`config.mk`:
```
export PLATFORM = sky130hd
export DESIGN_NAME = ps2_keypad_flat
export DESIGN_NICKNAME = d
export VERILOG_FILES = /design/src/rtl/ps2_keypad_pkg.sv /design/src/rtl/ps2_keypad_if.sv /design/src/rtl/ps2_frame_rx.sv /design/src/rtl/ps2_keypad.sv /design/src/flat_wrapper.sv
export SDC_FILE = /design/constraint.sdc
export NUM_CORES = 1
export LEC_CHECK = 0
export BUFFER_PORTS_ARGS = -buffer_cell sky130_fd_sc_hd__clkbuf_2
export CAP_MARGIN = 20
export CORE_ASPECT_RATIO = 1.25
export CORE_MARGIN = 1
export CORE_UTILIZATION = 40
export DETAILED_ROUTE_END_ITERATION = 16
export PLACE_DENSITY = 0.71
export SETUP_SLACK_MARGIN = 0.15
export SYNTH_ARGS = -nofsm -noshare
export SYNTH_HDL_FRONTEND = slang
export SYNTH_SLANG_ARGS = --single-unit
```
`constraint.sdc`:
```
create_clock -name clk -period 1.82 [get_ports clk]
set_input_delay 0.364 -clock clk [delete_from_list [all_inputs] [get_ports clk]]
set_output_delay 0.364 -clock clk [all_outputs]
set_load 0.005 [all_outputs]
```
`src/rtl/ps2_keypad_pkg.sv`:
```
// Shared constants, state encoding and the set-2 to hex keypad map
// for the PS/2 keypad receiver.
package ps2_keypad_pkg;

    localparam int TIMEOUT_CYCLES_DEF = 25000;

    localparam logic [7:0] SC_E0 = 8'hE0;
    localparam logic [7:0] SC_F0 = 8'hF0;

    localparam logic [7:0] SC_K0 = 8'h22;
    localparam logic [7:0] SC_K1 = 8'h16;
    localparam logic [7:0] SC_K2 = 8'h1E;
    localparam logic [7:0] SC_K3 = 8'h26;
    localparam logic [7:0] SC_K4 = 8'h15;
    localparam logic [7:0] SC_K5 = 8'h1D;
    localparam logic [7:0] SC_K6 = 8'h24;
    localparam logic [7:0] SC_K7 = 8'h1C;
    localparam logic [7:0] SC_K8 = 8'h1B;
    localparam logic [7:0] SC_K9 = 8'h23;
    localparam logic [7:0] SC_KA = 8'h1A;
    localparam logic [7:0] SC_KB = 8'h21;
    localparam logic [7:0] SC_KC = 8'h25;
    localparam logic [7:0] SC_KD = 8'h2D;
    localparam logic [7:0] SC_KE = 8'h2B;
    localparam logic [7:0] SC_KF = 8'h2A;

    typedef enum logic [1:0] {
        RX_IDLE,
        RX_DATA,
        RX_PARITY,
        RX_STOP
    } rx_state_e;

    typedef struct packed {
        logic       hit;
        logic [3:0] code;
    } key_map_t;

    function automatic key_map_t map_key(input logic [7:0] sc);
        key_map_t m;
        m.hit  = 1'b1;
        m.code = 4'h0;
        case (sc)
            SC_K0:   m.code = 4'h0;
            SC_K1:   m.code = 4'h1;
            SC_K2:   m.code = 4'h2;
            SC_K3:   m.code = 4'h3;
            SC_K4:   m.code = 4'h4;
            SC_K5:   m.code = 4'h5;
            SC_K6:   m.code = 4'h6;
            SC_K7:   m.code = 4'h7;
            SC_K8:   m.code = 4'h8;
            SC_K9:   m.code = 4'h9;
            SC_KA:   m.code = 4'hA;
            SC_KB:   m.code = 4'hB;
            SC_KC:   m.code = 4'hC;
            SC_KD:   m.code = 4'hD;
            SC_KE:   m.code = 4'hE;
            SC_KF:   m.code = 4'hF;
            default: m.hit  = 1'b0;
        endcase
        return m;
    endfunction

endpackage

```
`src/rtl/ps2_keypad_if.sv`:
```
// PS/2 line inputs and decoded keypad state outputs.
// master = keypad decoder, slave = PS/2 source and key consumer.
interface ps2_keypad_if;
    logic        ps2_clk;
    logic        ps2_data;
    logic [15:0] keys;
    logic        key_event;
    logic [3:0]  key_code;
    logic        key_down;
    logic        frame_err;

    modport master (
        input  ps2_clk,
        input  ps2_data,
        output keys,
        output key_event,
        output key_code,
        output key_down,
        output frame_err
    );

    modport slave (
        output ps2_clk,
        output ps2_data,
        input  keys,
        input  key_event,
        input  key_code,
        input  key_down,
        input  frame_err
    );
endinterface

```
`src/rtl/ps2_frame_rx.sv`:
```
// PS/2 frame receiver: input sync, falling-edge detect, 11-bit frame
// FSM with odd-parity/stop checking and a mid-frame timeout.
module ps2_frame_rx
    import ps2_keypad_pkg::*;
#(
    parameter int TIMEOUT_CYCLES = TIMEOUT_CYCLES_DEF
) (
    input  logic       clk,
    input  logic       res,
    input  logic       ps2_clk,
    input  logic       ps2_data,
    output logic [7:0] rx_byte,
    output logic       byte_valid,
    output logic       frame_err,
    output logic       par_err
);

    localparam int TW = $clog2(TIMEOUT_CYCLES);
    localparam logic [TW-1:0] TMO_LAST = TW'(TIMEOUT_CYCLES - 1);

    rx_state_e     state_q;
    logic [2:0]    clk_sync_q;
    logic [1:0]    data_sync_q;
    logic [2:0]    bitcnt_q;
    logic [7:0]    shift_q;
    logic          par_q;
    logic [TW-1:0] tmo_q;
    logic          byte_valid_q;
    logic          frame_err_q;
    logic          par_err_q;

    logic fall;
    logic din;

    assign fall = clk_sync_q[2] & ~clk_sync_q[1];
    assign din  = data_sync_q[1];

    always_ff @(posedge clk) begin
        if (res) begin
            state_q      <= RX_IDLE;
            clk_sync_q   <= 3'b111;
            data_sync_q  <= 2'b11;
            bitcnt_q     <= '0;
            shift_q      <= '0;
            par_q        <= 1'b0;
            tmo_q        <= '0;
            byte_valid_q <= 1'b0;
            frame_err_q  <= 1'b0;
            par_err_q    <= 1'b0;
        end else begin
            clk_sync_q   <= {clk_sync_q[1:0], ps2_clk};
            data_sync_q  <= {data_sync_q[0], ps2_data};
            byte_valid_q <= 1'b0;
            frame_err_q  <= 1'b0;
            par_err_q    <= 1'b0;
            if (fall) begin
                // An edge always wins over an expiring timeout
                tmo_q <= '0;
                unique case (state_q)
                    RX_IDLE: begin
                        if (!din) begin
                            state_q  <= RX_DATA;
                            bitcnt_q <= '0;
                        end else begin
                            frame_err_q <= 1'b1;
                        end
                    end
                    RX_DATA: begin
                        shift_q  <= {din, shift_q[7:1]};
                        bitcnt_q <= bitcnt_q + 3'd1;
                        if (bitcnt_q == 3'd7) state_q <= RX_PARITY;
                    end
                    RX_PARITY: begin
                        par_q   <= din;
                        state_q <= RX_STOP;
                    end
                    RX_STOP: begin
                        state_q <= RX_IDLE;
                        if (din && (^{shift_q, par_q})) begin
                            byte_valid_q <= 1'b1;
                        end else begin
                            frame_err_q <= 1'b1;
                            par_err_q   <= 1'b1;
                        end
                    end
                endcase
            end else if (state_q != RX_IDLE) begin
                if (tmo_q == TMO_LAST) begin
                    frame_err_q <= 1'b1;
                    state_q     <= RX_IDLE;
                    tmo_q       <= '0;
                end else begin
                    tmo_q <= tmo_q + 1'b1;
                end
            end
        end
    end

    assign rx_byte    = shift_q;
    assign byte_valid = byte_valid_q;
    assign frame_err  = frame_err_q;
    assign par_err    = par_err_q;

endmodule

```
`src/rtl/ps2_keypad.sv`:
```
// PS/2 set-2 scancode decoder producing the 16-key hex keypad state
// plus make/break event pulses.
module ps2_keypad
    import ps2_keypad_pkg::*;
#(
    parameter int TIMEOUT_CYCLES = TIMEOUT_CYCLES_DEF
) (
    input logic        clk,
    input logic        res,
    ps2_keypad_if.master bus
);

    logic [7:0] rx_byte;
    logic       byte_valid;
    logic       par_err;

    ps2_frame_rx #(
        .TIMEOUT_CYCLES(TIMEOUT_CYCLES)
    ) u_rx (
        .clk        (clk),
        .res        (res),
        .ps2_clk    (bus.ps2_clk),
        .ps2_data   (bus.ps2_data),
        .rx_byte    (rx_byte),
        .byte_valid (byte_valid),
        .frame_err  (bus.frame_err),
        .par_err    (par_err)
    );

    logic [15:0] keys_q, keys_d;
    logic        key_event_q, key_event_d;
    logic [3:0]  key_code_q, key_code_d;
    logic        key_down_q, key_down_d;
    logic        ext_q, ext_d;
    logic        brk_q, brk_d;
    key_map_t    km;

    always_comb begin
        keys_d      = keys_q;
        key_event_d = 1'b0;
        key_code_d  = key_code_q;
        key_down_d  = key_down_q;
        ext_d       = ext_q;
        brk_d       = brk_q;
        km          = map_key(rx_byte);
        // A corrupted frame may have been a prefix; forget pending ones
        if (par_err) begin
            ext_d = 1'b0;
            brk_d = 1'b0;
        end
        if (byte_valid) begin
            unique case (1'b1)
                (rx_byte == SC_E0): ext_d = 1'b1;
                (rx_byte == SC_F0): brk_d = 1'b1;
                default: begin
                    if (!ext_q && km.hit) begin
                        keys_d[km.code] = ~brk_q;
                        key_event_d     = 1'b1;
                        key_code_d      = km.code;
                        key_down_d      = ~brk_q;
                    end
                    ext_d = 1'b0;
                    brk_d = 1'b0;
                end
            endcase
        end
    end

    always_ff @(posedge clk) begin
        if (res) begin
            keys_q      <= '0;
            key_event_q <= 1'b0;
            key_code_q  <= '0;
            key_down_q  <= 1'b0;
            ext_q       <= 1'b0;
            brk_q       <= 1'b0;
        end else begin
            keys_q      <= keys_d;
            key_event_q <= key_event_d;
            key_code_q  <= key_code_d;
            key_down_q  <= key_down_d;
            ext_q       <= ext_d;
            brk_q       <= brk_d;
        end
    end

    assign bus.keys      = keys_q;
    assign bus.key_event = key_event_q;
    assign bus.key_code  = key_code_q;
    assign bus.key_down  = key_down_q;

endmodule

```
`src/flat_wrapper.sv`:
```
// flat-port wrapper written by rule: the top's interface ports become plain ports
module ps2_keypad_flat import ps2_keypad_pkg::*;
#(
    parameter int TIMEOUT_CYCLES = TIMEOUT_CYCLES_DEF
)
  (clk, res, bus_ps2_clk, bus_ps2_data, bus_keys, bus_key_event, bus_key_code, bus_key_down, bus_frame_err);
  ps2_keypad_if bus_i ();
  input logic clk;
  input logic res;
  input wire logic [$bits(bus_i.ps2_clk)-1:0] bus_ps2_clk;
  input wire logic [$bits(bus_i.ps2_data)-1:0] bus_ps2_data;
  output wire logic [$bits(bus_i.keys)-1:0] bus_keys;
  output wire logic [$bits(bus_i.key_event)-1:0] bus_key_event;
  output wire logic [$bits(bus_i.key_code)-1:0] bus_key_code;
  output wire logic [$bits(bus_i.key_down)-1:0] bus_key_down;
  output wire logic [$bits(bus_i.frame_err)-1:0] bus_frame_err;
  assign bus_i.ps2_clk = bus_ps2_clk;
  assign bus_i.ps2_data = bus_ps2_data;
  assign bus_keys = bus_i.keys;
  assign bus_key_event = bus_i.key_event;
  assign bus_key_code = bus_i.key_code;
  assign bus_key_down = bus_i.key_down;
  assign bus_frame_err = bus_i.frame_err;
  ps2_keypad #(.TIMEOUT_CYCLES(TIMEOUT_CYCLES)) u_core (.clk(clk), .res(res), .bus(bus_i));
endmodule
```
==> metrics.md, run 1 <==
| Metric | Value |
|---|---|
| Power density cells | `578 mW/mm²` |
| Placer Congestion | `0.781` |
| Worst-Margin Slew | `550 ps` |
| Reported max-cap violation count | `0` |
| Routed vias/inst | `5.38` |
| Worst setup path end | `u_core.bus.keys[14]` |
| Clock period minus worst slack | `1870 ps` |
| Warnings from Yosys | `0` |
| Worst-path clk slew | `70 ps` |
| Worst-path cell chain | `or4b_4 -> nor2_2 -> a22oi_2 -> buf_12 -> nor4_4 -> mux2i_1` |
| Tcrit/Tclk final | `103%` |
| Worst path bufs/invs | `1` |
| VDD IR max | `0.514 mV` |
| Status | `finished, violations left` |
| Num CTS Buffers | `9` |
| Worst setup path startpoint | `u_core.u_rx.rx_byte[7]` |
| Hold Crit Class | `primary input to register` |
| Gr usage total | `20.2%` |
| DRC violations left | `0` |
| Design Area, Final | `0.00438 mm²` |
| Clock Skews | `8.00 ps` |
| Adder-cell area share of the yosys netlist | `2.84%` |
| Gr ovfl total | `0` |
| Post-synth ARST share | `0%` |
| Cell Rows | `35` |
| Worst Setup End Kind | `register` |
| Clock tree sinks | `61` |
| Largest family of logic cells by synthesized area | `simple AND/OR/NAND/NOR gates` |
| Multi-input logic area | `0.00212 mm²` |
| Area post-placement | `0.00365 mm²` |
| Antenna violations before repair | `0` |
| Clock Path Buffers | `2` |
| Slowest-stage cell, CP | `or4b_4` |
| H-tree Lvls | `3` |
| Post-synthesis cell count | `344` |
| Vias in the first global route | `2751` |
| # setup viols final | `10` |
| Filler instances | `583` |
| DP HPWL | `4840 µm` |
| Core ar. | `0.00740 mm²` |
| Area growth from synthesis to layout | `42.3%` |
| Vias post-DR | `2780` |
| Syn Std Cell Area | `0.00308 mm²` |
| Critical path depth | `6` |
| Post-synth net total | `355` |
| Pin count of the biggest net entering global routing | `22` |
| Die W | `80.5 µm` |
| Slew HR | `63.1%` |
| CP top delay family | `simple AND/OR/NAND/NOR gates` |
| Violated checks | `setup timing` |
| Worst EP arrival | `2130 ps` |
| Final setup TNS | `-269 ps` |
| Die ar. | `0.00806 mm²` |
| Post-synthesis mux area share | `8.89%` |
| Max-slew violation count | `0` |
| Crit path largest cell delay | `550 ps` |
| Primary FF master, synth | `dfxtp_1` |
| Diode count | `0` |
| Layout Utilization | `59.2%` |
| R2R depth | `6` |
| Final ANT Viol Nets | `0` |
| Final hold violation count | `0` |
| Share of cells above drive strength 1 | `42.8%` |
| Register area share after synthesis | `39.6%` |
| Initial core utilization | `41.6%` |
| Register area | `0.00125 mm²` |
| Distinct cells, synth | `59` |
| R2r setup slk | `-50 ps` |
| Clk root buf | `clkbuf_8` |
| Post-synthesis compound-gate area fraction | `11.0%` |
| Avg Cell Area, Syn | `8.96 µm²` |
| Crit path launch type | `register` |
| Top cells by area, synth | `dfxtp_1, mux2i_1, nor2_1` |
| Critical-path maximum fanout | `9` |
| CP required | `2080 ps` |
| RSZ-0062 raised after global routing | `true` |
| Synth Area in XOR/XNOR | `6.01%` |
| Hold-fix buffers, CTS | `0` |
| Post-synth top area share | `39.6%` |
| Leakage Power | `1.77 nW` |
| Setup CP Type | `register to register` |
| Top cells by count, synth | `dfxtp_1, nor2_1, nand2_1` |
| Clk_lat worst skew | `340 ps` |
| R2R Path Start | `u_core.u_rx.rx_byte[7]` |
| Fmax | `534 MHz` |
| WL/cell | `15.0 µm` |
| Routed wire length | `7770 µm` |
| Most common cell in the netlist | `dfxtp_1` |
| Iteration-0 DRC Markers | `67` |
| Post-synthesis simple-gate area fraction | `26.9%` |
| Dominant cell type by area after synthesis | `dfxtp_1` |
| IO Port Bufs | `26` |
| Worst setup margin | `-51.3 ps` |
| Die Ht | `100 µm` |
| First-pass GRT wire length | `12500 µm` |
| RR Endpoint | `u_core.bus.keys[14]` |
| CTS tree | `yes` |
| Pre-antenna DRT Iters | `4` |
| Nets@finish | `432` |
| Flops & latches, synth | `61` |
| Ports | `27` |
| Number of synthesized flops with an enable pin | `0` |
-- power by group --
part	leakage [nW]	internal, W	total, W	switching [W]
Clock	0.0919	0.000618	0.00115	0.000530
Sequential	0.500	0.00133	0.00133	0.00000245
Combinational	1.18	0.0000158	0.0000559	0.0000400
-- sequential cells by signal (all words and copies together), names as in the netlist, 2 cells and up --
register                 count
u_core.bus.keys             16
u_core.u_rx.clk_sync_q       3
u_core.u_rx.tmo_q           15
u_core.u_rx.bitcnt_q         3
u_core.u_rx.rx_byte          8
u_core.u_rx.data_sync_q      2
u_core.u_rx.state_q          2
u_core.bus.key_code          4
-- layout make-up --
cell class | instances | share of cell area [%]
multi-input combinational | 249 | 48.4
clock inverter | 5 | 1.20
clock buffer | 10 | 2.91
inverter | 10 | 0.913
sequential | 61 | 28.6
tap | 92 | 2.63
timing repair buffer | 90 | 15.4
-- through the flow --
stage	hold WS, ps	total power [W]	worst slack, ps	instances
final	216	0.00253	-51.3	517
after global routing	205	0.00263	-121	517
after floorplan	389	0.00141	-9.83	344
after CTS	200	0.00255	-28.4	506
after detailed placement	398	0.00143	-148	479
after global placement	398	0.00142	-130	479
-- kinds of logic after synthesis --
| logic type | after synthesis |
|---|---|
| xor+xnor | 18 |
| simple gates | 148 |
| buf+inv | 34 |
| fa+ha+maj | 7 |
| mux | 27 |
| compound gates | 49 |
| flops | 61 |
-- routing by layer --
layer | share of wire (%) | wire length [µm] | GRT usage [%] | vias up
li1 | - | - | - | 1363
met3 | 2.1 | 162 | 5.00 | 14
met1 | 44 | 3390 | 22.5 | 1358
met2 | 52 | 4050 | 35.3 | 45
met4 | 2.0 | 157 | 9.62 | 0
met5 | 0 | 0 | 0 | -
-- worst register-to-register path, delay by kind of cell (launching register included) --
family | cells | cell delay (ps)
buffers and inverters | 1 | 160
multiplexers | 1 | 250
AND/OR/NAND/NOR | 3 | 930
AO/OA/AOI/OAI | 1 | 80
flip-flops | 1 | 380
-- cell usage in the layout (no fill, tap or decap), types with 4 or more instances in the layout --
| cell | count |
|---|---|
| buf_4 | 52 |
| dfxtp_1 | 50 |
| nor2_1 | 38 |
| nand2_1 | 32 |
| clkbuf_2 | 26 |
| mux2i_1 | 23 |
| nor4_4 | 11 |
| a21oi_1 | 10 |
| buf_6 | 10 |
| clkbuf_8 | 9 |
| dfxtp_4 | 8 |
| or2_2 | 7 |
| nand2b_1 | 7 |
| inv_1 | 7 |
| nand3_1 | 7 |
| xnor2_1 | 6 |
| xor2_1 | 6 |
| ha_1 | 6 |
| nor4_2 | 5 |
| o21ai_0 | 5 |
| o21ai_2 | 4 |
| o21ai_1 | 4 |
| nand4_1 | 4 |
| a22oi_1 | 4 |
-- what timing repair did --
| item | in CTS | in global routing |
|---|---|---|
| buffers inserted | 12 | 11 |
| setup endpoints to repair | 42 | 38 |
| resized for setup | 62 | 21 |
| pin swaps | 19 | 24 |
-- worst min-delay path by stage --
stage                                       endpoint  cells after the start                  startpoint  slack, ps
after floorplan            u_core.u_rx.clk_sync_q[1]                      1   u_core.u_rx.clk_sync_q[0]        390
after global placement     u_core.u_rx.clk_sync_q[1]                      1   u_core.u_rx.clk_sync_q[0]        400
after CTS                 u_core.u_rx.data_sync_q[0]                      2                bus_ps2_data        200
after global routing       u_core.u_rx.clk_sync_q[0]                      2                 bus_ps2_clk        200
after detailed placement  u_core.u_rx.data_sync_q[1]                      1  u_core.u_rx.data_sync_q[0]        400
final                     u_core.u_rx.data_sync_q[0]                      2                bus_ps2_data        220
(Power assumes the default switching activity.)
==> inputs of run 2 (changes only) <==
--- a/config.mk
+++ b/config.mk
@@ -7,8 +7,8 @@
 export LEC_CHECK = 0
 export BUFFER_PORTS_ARGS = -buffer_cell sky130_fd_sc_hd__clkbuf_2
 export CAP_MARGIN = 20
-export CORE_ASPECT_RATIO = 1.25
-export CORE_MARGIN = 1
+export CORE_ASPECT_RATIO = 1.75
+export CORE_MARGIN = 2
 export CORE_UTILIZATION = 40
 export DETAILED_ROUTE_END_ITERATION = 16
 export PLACE_DENSITY = 0.71
==> metrics.md, run 2 (same netlist as run 1, synthesis figures left out) <==
| Metric | Value |
|---|---|
| Status | `finished, violations left` |
| Violated checks | `setup timing` |
| Hold Crit Class | `primary input to register` |
| RSZ-0062 raised after global routing | `true` |
| Slew HR | `67.9% (+4.8 points)` |
| DRC violations left | `0 (unchanged)` |
| Fmax | `508 MHz (-5.0%)` |
| RR Endpoint | `u_core.bus.keys[4]` |
| Leakage Power | `1.82 nW (+2.9%)` |
| IO Port Bufs | `26 (unchanged)` |
| Worst Setup End Kind | `register` |
| Worst EP arrival | `2230 ps (+100 ps)` |
| VDD IR max | `0.672 mV (+31%)` |
| Hold-fix buffers, CTS | `0 (unchanged)` |
| Initial core utilization | `41.0% (-0.63 points)` |
| R2R depth | `6 (unchanged)` |
| Slowest-stage cell, CP | `dfxtp_4` |
| Core ar. | `0.00751 mm² (+1.5%)` |
| R2R Path Start | `u_core.u_rx.rx_byte[7]` |
| Hold Path Cell Cnt | `2 (unchanged)` |
| Setup CP Type | `register to register` |
| Most frequent cells in the layout | `buf_4, dfxtp_1, nor2_1` |
| WL/cell | `15.0 µm (-0.44%)` |
| Met3 WL post-DR | `169 µm (+4.3%)` |
| Vias post-DR | `2744 (-1.3%)` |
| Final setup TNS | `-961 ps (-692 ps)` |
| DP HPWL | `4980 µm (+2.9%)` |
| Iteration-0 DRC Markers | `92 (+37%)` |
| Reported max-cap violation count | `0 (unchanged)` |
| Antenna violations before repair | `0 (unchanged)` |
| Power density cells | `747 mW/mm² (+29%)` |
| Uppermost routed layer | `met4` |
| Worst-path clk slew | `50 ps (-20 ps)` |
| Register area | `0.00125 mm² (-0.50%)` |
| H-tree Lvls | `3 (unchanged)` |
| Die ar. | `0.00845 mm² (+4.8%)` |
| Tcrit/Tclk final | `108% (+5.4 points)` |
| Clk_lat worst skew | `330 ps (about the same)` |
| Clock period minus worst slack | `1970 ps (+98.9 ps)` |
| Routed vias/inst | `5.37 (-0.14%)` |
| Area growth from synthesis to layout | `45.3%` |
| Worst setup margin | `-150 ps (-98.9 ps)` |
| CTS tree | `yes` |
| Max-slew violation count | `0 (unchanged)` |
| Multi-input logic area | `0.00211 mm² (-0.71%)` |
| Gr usage total | `18.2% (-2.0 points)` |
| Pin count of the biggest net entering global routing | `19 (-14%)` |
| Nets@finish | `429 (-0.69%)` |
| First-pass GRT wire length | `12200 µm (-2.3%)` |
| Max reg flops | `16 (unchanged)` |
| Clock Skews | `4.98 ps (-3.02 ps)` |
| Die Ht | `120 µm (+20%)` |
| Commonest non-fill, non-tap cell in the layout | `buf_4` |
| Routed wire length | `7640 µm (-1.6%)` |
| Diode count | `0 (unchanged)` |
| Placer Congestion | `0.825 (+5.7%)` |
| Layout Utilization | `59.6% (+0.33 points)` |
| R2r setup slk | `-150 ps (-100 ps)` |
| Die W | `70.4 µm (-13%)` |
| Pre-antenna DRT Iters | `4 (unchanged)` |
| Gr ovfl total | `0 (unchanged)` |
| Share of cells above drive strength 1 | `41.8% (-0.98 points)` |
| CP required | `2080 ps (about the same)` |
| Clock tree sinks | `61 (unchanged)` |
| M1 WL | `2890 µm (-15%)` |
| # setup viols final | `20 (+10)` |
| Cell Rows | `42 (+20%)` |
| Vias in the first global route | `2761 (+0.36%)` |
| Hold wc startpoint | `bus_ps2_data` |
| Hold EP | `u_core.u_rx.data_sync_q[0]` |
| Critical-path maximum fanout | `6 (-3)` |
| Num CTS Buffers | `9 (unchanged)` |
| Hold WS | `214 ps (-2.17 ps)` |
| Crit path launch type | `register` |
| Worst-Margin Slew | `481 ps (-68.9 ps)` |
| Met2 routed wirelength | `4300 µm (+5.9%)` |
| Clk root buf | `clkbuf_16` |
| Final ANT Viol Nets | `0 (unchanged)` |
| Clock Path Buffers | `2 (unchanged)` |
| Ports | `27 (unchanged)` |
| Crit path largest cell delay | `370 ps (-180 ps)` |
| Worst-path cell chain | `nor4b_4 -> buf_4 -> mux2i_2 -> or2_4 -> nor4_4 -> mux2i_1` |
| Filler instances | `613 (+5.1%)` |
| Final hold violation count | `0 (unchanged)` |
[run 2: how the worst max path moves through the flow]
stage                      startpoint                   to  slack [ps]
6_report       u_core.u_rx.rx_byte[7]   u_core.bus.keys[4]        -150
3_5_place_dp   u_core.u_rx.rx_byte[4]  u_core.bus.keys[14]        -190
5_1_grt        u_core.u_rx.rx_byte[7]   u_core.bus.keys[4]        -220
4_1_cts        u_core.u_rx.rx_byte[4]   u_core.bus.keys[1]         -90
3_3_place_gp   u_core.u_rx.rx_byte[4]  u_core.bus.keys[14]        -140
2_1_floorplan  u_core.u_rx.rx_byte[5]  u_core.bus.key_down         -10
[run 2: worst max-delay path, delay by kind of cell (launching register included)]
family,cells,cell delay (ps)
simple gates,3,1000
buf+inv,1,210
mux,2,320
flops,1,370
[run 2: stage by stage]
step	instance area (µm²)	setup WS, ps	power (W)	instances
3_5_place_dp	3660	-194	0.00143	479
4_1_cts	4170	-91.8	0.00339	500
2_1_floorplan	3200	-9.83	0.00141	344
6_report	4480	-150	0.00335	511
3_3_place_gp	3660	-142	0.00142	479
5_1_grt	4480	-216	0.00344	511
[run 2: layout make-up]
class	count	area share [%]
Timing Repair Buffer	87	14.1
Sequential cell	61	27.9
Inverter	10	0.894
Clock buffer	12	5.51
Tap cell	88	2.46
Multi-Input combinational cell	249	47.0
Clock inverter	4	2.12
[run 2: power by group]
group	switching [W]	total, W	internal (W)
Combinational	0.0000407	0.0000581	0.0000174
Clock	0.000581	0.00195	0.00137
Sequential	0.00000249	0.00134	0.00133
Total	0.000624	0.00335	0.00272
[run 2: what timing repair did]
item	CTS	global route
pin swaps	8	28
endpoints found under the setup margin	42	42
gates resized for setup	33	45
buffers inserted	5	11
[run 2: per-layer routing]
layer | track usage (%) | vias to the layer above
met2 | 34.2 | 39
li1 | - | 1367
met3 | 3.53 | 26
met4 | 10.8 | 0
met5 | 0 | -
met1 | 17.8 | 1312
